**config.mk**
```make
export PLATFORM = sky130hd
export DESIGN_NAME = epl_column_access_mux
export DESIGN_NICKNAME = d
export VERILOG_FILES = /design/src/rtl/epl_column_access_mux.sv
export SDC_FILE = /design/constraint.sdc
export NUM_CORES = 1
export LEC_CHECK = 0
export CORE_ASPECT_RATIO = 0.6
export CORE_UTILIZATION = 30
export DETAILED_ROUTE_END_ITERATION = 10
export PLACE_DENSITY = 0.63
export SYNTH_ARGS = -nofsm -noshare
export SYNTH_HDL_FRONTEND = slang
export SYNTH_SLANG_ARGS = --single-unit
```
**constraint.sdc**
```tcl
create_clock -name pClk_i -period 2.2 [get_ports pClk_i]
set_clock_uncertainty 0.05 [all_clocks]
set_input_delay 0.22 -clock pClk_i [delete_from_list [all_inputs] [get_ports pClk_i]]
set_output_delay 0.22 -clock pClk_i [all_outputs]
set_load 0.03 [all_outputs]
```
**src/rtl/epl_column_access_mux.sv**
```systemverilog
// Column-access engine for the EPLFFRAM array. A write scatters the codeword onto every
// MUX-th bit-line, and a read gathers it back from the sense amplifiers.
module epl_column_access_mux #(
    parameter  int TWORD_WIDTH = 7,
    parameter  int MUX         = 2,
    parameter  int WE_CYC      = 1,
    parameter  int RD_LAT      = 2,
    localparam int COLUMN      = TWORD_WIDTH * MUX
) (
    input  logic                   pClk_i,
    input  logic                   nRst_i,
    input  logic                   pValid_i,
    output logic                   pReady_o,
    input  logic                   pWr_i,
    input  logic [MUX-1:0]         pAcy_i,
    input  logic [TWORD_WIDTH-1:0] pCodeword_i,
    output logic [COLUMN-1:0]      pWe_o,
    output logic [COLUMN-1:0]      pDi_o,
    output logic                   pRe_o,
    input  logic [COLUMN-1:0]      pDo_i,
    output logic [TWORD_WIDTH-1:0] pRdata_o,
    output logic                   pRvalid_o,
    output logic                   pErr_o,
    output logic [MUX-1:0]         pAcy1_o
);

    localparam int CNT_MAX = (WE_CYC > RD_LAT) ? WE_CYC : RD_LAT;
    localparam int CNT_W   = $clog2(CNT_MAX + 1);
    localparam logic [CNT_W-1:0] WE_LOAD = CNT_W'(WE_CYC - 1);
    localparam logic [CNT_W-1:0] RD_LOAD = CNT_W'(RD_LAT - 1);

    typedef enum logic [1:0] {IDLE, WRITE, READ} state_t;

    state_t                 state_q, state_d;
    logic [CNT_W-1:0]       cnt_q, cnt_d;
    logic [COLUMN-1:0]      we_q, we_d, di_q, di_d;
    logic                   re_q, re_d;
    logic [TWORD_WIDTH-1:0] rdata_q, rdata_d;
    logic                   rvalid_q, rvalid_d;
    logic                   err_q, err_d;
    logic [MUX-1:0]         acy1_q, acy1_d;
    logic                   ready_q, ready_d;

    logic                   accept;
    logic                   legal_sel;
    logic [COLUMN-1:0]      wr_mask;
    logic [COLUMN-1:0]      wr_data;
    logic [TWORD_WIDTH-1:0] gathered;

    assign accept    = pValid_i && ready_q;
    // Exactly one bit set: non-zero, and clearing the lowest set bit leaves nothing.
    assign legal_sel = (pAcy_i != '0) && ((pAcy_i & (pAcy_i - MUX'(1))) == '0);

    // Codeword bit i maps to column i*MUX+k for the one-hot select bit k.
    always_comb begin
        wr_mask = '0;
        wr_data = '0;
        for (int i = 0; i < TWORD_WIDTH; i++) begin
            for (int j = 0; j < MUX; j++) begin
                wr_mask[i*MUX+j] = pAcy_i[j];
                wr_data[i*MUX+j] = pCodeword_i[i] & pAcy_i[j];
            end
        end
    end

    always_comb begin
        gathered = '0;
        for (int i = 0; i < TWORD_WIDTH; i++) begin
            gathered[i] = |(pDo_i[i*MUX +: MUX] & acy1_q);
        end
    end

    // NOTE: every signal assigned here gets a default first, so no path infers a latch.
    always_comb begin
        state_d  = state_q;
        cnt_d    = cnt_q;
        we_d     = we_q;
        di_d     = di_q;
        re_d     = re_q;
        rdata_d  = rdata_q;
        rvalid_d = 1'b0;
        err_d    = 1'b0;
        acy1_d   = acy1_q;
        ready_d  = ready_q;

        unique case (state_q)
            IDLE: begin
                if (accept) begin
                    if (!legal_sel) begin
                        err_d = 1'b1;
                    end else begin
                        acy1_d  = pAcy_i;
                        ready_d = 1'b0;
                        if (pWr_i) begin
                            we_d    = wr_mask;
                            di_d    = wr_data;
                            cnt_d   = WE_LOAD;
                            state_d = WRITE;
                        end else begin
                            re_d    = 1'b1;
                            cnt_d   = RD_LOAD;
                            state_d = READ;
                        end
                    end
                end
            end
            WRITE: begin
                if (cnt_q == '0) begin
                    we_d    = '0;
                    di_d    = '0;
                    ready_d = 1'b1;
                    state_d = IDLE;
                end else begin
                    cnt_d = cnt_q - CNT_W'(1);
                end
            end
            READ: begin
                if (cnt_q == '0) begin
                    rdata_d  = gathered;
                    rvalid_d = 1'b1;
                    re_d     = 1'b0;
                    ready_d  = 1'b1;
                    state_d  = IDLE;
                end else begin
                    cnt_d = cnt_q - CNT_W'(1);
                end
            end
            default: begin
                state_d = IDLE;
                ready_d = 1'b1;
            end
        endcase
    end

    // NOTE: sequential state uses non-blocking assignments only; reset is sampled on the clock edge.
    always_ff @(posedge pClk_i) begin
        if (!nRst_i) begin
            state_q  <= IDLE;
            cnt_q    <= '0;
            we_q     <= '0;
            di_q     <= '0;
            re_q     <= 1'b0;
            rdata_q  <= '0;
            rvalid_q <= 1'b0;
            err_q    <= 1'b0;
            acy1_q   <= '0;
            ready_q  <= 1'b1;
        end else begin
            state_q  <= state_d;
            cnt_q    <= cnt_d;
            we_q     <= we_d;
            di_q     <= di_d;
            re_q     <= re_d;
            rdata_q  <= rdata_d;
            rvalid_q <= rvalid_d;
            err_q    <= err_d;
            acy1_q   <= acy1_d;
            ready_q  <= ready_d;
        end
    end

    assign pReady_o  = ready_q;
    assign pWe_o     = we_q;
    assign pDi_o     = di_q;
    assign pRe_o     = re_q;
    assign pRdata_o  = rdata_q;
    assign pRvalid_o = rvalid_q;
    assign pErr_o    = err_q;
    assign pAcy1_o   = acy1_q;

endmodule

```
==> results of run 1 <==
state kept, by name (all words and copies together), names as in the netlist:
signal and count:
pRdata_o 7, pRvalid_o 1, pRe_o 1, pAcy1_o 2, pDi_o 14, pReady_o 1
cnt_q 2, pWe_o 2, state_q 2, pErr_o 1
worst max-delay path, cell delays in order (launching register included):
cell and delay [ps]:
dfxtp_1 370, inv_1 130, ha_1 390, nand2b_1 180, a221o_1 380, o311a_1 340
cells by family (layout without fill, tap and decap cells):
family                   Yosys count  count (layout)  synth area share [%]
AO/OA/AOI/OAI                     33              33                  16.1
XOR/XNOR                           1               1                 0.530
adder cells (fa/ha/maj)            7               7                  5.30
buffers and inverters             29              87                  9.85
flip-flops                        33              33                  40.0
multiplexers                      18              18                  10.9
AND/OR/NAND/NOR                   61              61                  17.3
Yosys cell counts (all sizes together), types with 2 or more instances:
cell / number
a22oi: 7
nand2b: 2
a21oi: 6
nor2: 11
o31ai: 2
and3: 3
buf: 15
inv: 6
nand2: 19
a211oi: 7
dfxtp: 33
clkbuf: 8
o21ai: 3
ha: 7
mux2i: 18
nand3: 17
nor2b: 6
final timing paths:
path / from / end / slack [ps] / cells past startpoint
max: state_q[0]$_SDFFE_PN0P_ / cnt_q[0]$_SDFFE_PN0P_ / 250 / 5
min: pDi_o[6]$_SDFFE_PN0P_ / pDi_o[6]$_SDFFE_PN0P_ / 410 / 2
max reg2reg: state_q[0]$_SDFFE_PN0P_ / cnt_q[0]$_SDFFE_PN0P_ / 250 / 5
min reg2reg: pDi_o[6]$_SDFFE_PN0P_ / pDi_o[6]$_SDFFE_PN0P_ / 410 / 2
where the power goes:
group          leakage (uW)  total, uW  switching [uW]  internal, uW
Combinational      0.000629       1080             614           467
Clock             0.0000542        497             214           283
Sequential         0.000268        760            66.2           694
Total              0.000951       2340             895          1440
final cells by class:
class / instances / area, um2 / share of cell area (%)
Clock buffer: 7 / 96.3 / 4.00
Clock inverter: 1 / 5.00 / 0.208
Inverter: 6 / 22.5 / 0.934
Multi-Input combinational cell: 120 / 828 / 34.4
Sequential cell: 33 / 661 / 27.4
Tap cell: 66 / 82.6 / 3.43
Timing Repair Buffer: 73 / 716 / 29.7
stage by stage:
step / hold slack [ps] / power (uW) / instance area (um2) / util [%] / instances
finish: 411 / 2340 / 2410 / 46.5 / 306
global route: 437 / 2470 / 2410 / 46.5 / 306
CTS: 413 / 2360 / 2410 / 46.5 / 306
detailed placement: 404 / 1850 / 2310 / 44.6 / 298
global placement: 398 / 1850 / 2310 / 44.6 / 298
floorplan: 317 / 1520 / 1650 / - / 182
metal layers:
layer | track usage (%) | wire, um
met1 | 19.9 | 2120
met4 | 3.90 | 23
met5 | 0 | 0
met2 | 18.7 | 1490
met3 | 4.36 | 241
==> flow_summary.toml, run 1 <==
[floorplanning]
die_area_um2 = 5820
start_util_pct = 31.9
core_region_area_um2 = 5180
die_w_um = 97.8
placementRows = 20
io_pins = 68
die_height_um = 59.5

[logic_synthesis]
synth.area.top_cells = "dfxtp_1, mux2i_1, buf_4"
synth_top_area_share_pct = 40.0
synth_area_um2 = 1650
ys_ff_latch = 33
syn_inst = 182
synth_cell_type_count = 34
yosys_warnings = 0
async_reset_ff_share_pct = 0
syn_area_per_cell_um2 = 9.07
syn_nets = 216
synth-main-ff-cell = "dfxtp_1"
yosysTopAreaCell = "dfxtp_1"
ys_seq_area_share_pct = 40.0
synth_edf_count = 0

[timing]
layout_worst_path_cycle_share_pct = 88.8
tns_ps = 0
max-slew-margin-rel_pct = 52.2
fin_ws_ps = 247
tightest_slew_ps = 713
fmax_mhz = 512
rsz0062_at_grt = "no"
setup_viol = 0
min_period_ps = 1950
final_max_slew_viol_count = 0
hold_viol = 0

[power]
worst_ir_drop_vdd_mv = 0.375
leakage_uw = 0.000951
power.density_nw_per_um2 = 970

[routing]
firstDrtPassIters = 7
wl_per_cell_um = 12.7
antenna_left = 0
viasPerCell = 4.65
vias = 1424
routed_wl_um = 3880
drt-initial-drc-count = 103
drc = 10

[setup_path]
cp.required_ps = 2320
crit_type = "flip-flop to flip-flop"
cp.arrival_ps = 2080
critPathMaxFanout = 6
endpoint_kind = "flip-flop"
start_kind = "flip-flop"

[placement]
portBuffers = 67
gp_congestion = 0.847
pre_cts_slack_ps = 173
hpwl_um = 2940

[worst_hold_path]
hp-class = "flip-flop to flip-flop"

[final_layout]
layout_commonest_cell = "clkdlybuf4s50_1"
layout.nets = 273
syn_to_final_growth_pct = 46.0
diodes = 0
drive_gt1_share_pct = 7.08
mostFrequentLayoutCells = "clkdlybuf4s50_1, dfxtp_1, nand2_1"
fillers = 482

[clock_network]
worst_setup_hold_path_clk_slew_ps = 70
cts_num_sinks = 33
htreeDepth = 2
numCtsBuffers = 5
cts_hold_buf = 0
post_cts_resized = 0
post_cts_buffers = 0
clk_latency_ps = 280
cts_tree = "yes"
cts-root-buf = "clkbuf_8"
cts_buffer_depth = 2

[global_routing]
grt_pass1_vias = 1236
grt_pass1_wl_um = 6090
overflow = 0
antenna_found_initial = 0
grt_max_degree = 28
grtUsageTotal_pct = 13.6

[outcome]
violations = "design-rule violations"
status = "finished with violations"

[run]
maxCapViolCount = 0
Note: power is estimated with default switching activity, not from simulation.
==> run 2: changes to the inputs <==
--- a/config.mk
+++ b/config.mk
@@ -7,6 +7,7 @@
 export LEC_CHECK = 0
 export CORE_ASPECT_RATIO = 0.6
 export CORE_UTILIZATION = 30
+export CTS_CLUSTER_DIAMETER = 40
 export DETAILED_ROUTE_END_ITERATION = 10
 export PLACE_DENSITY = 0.63
 export SYNTH_ARGS = -nofsm -noshare
==> results of run 2 <==
No change in the layout: final DEF, timing and power equal those of run 1.
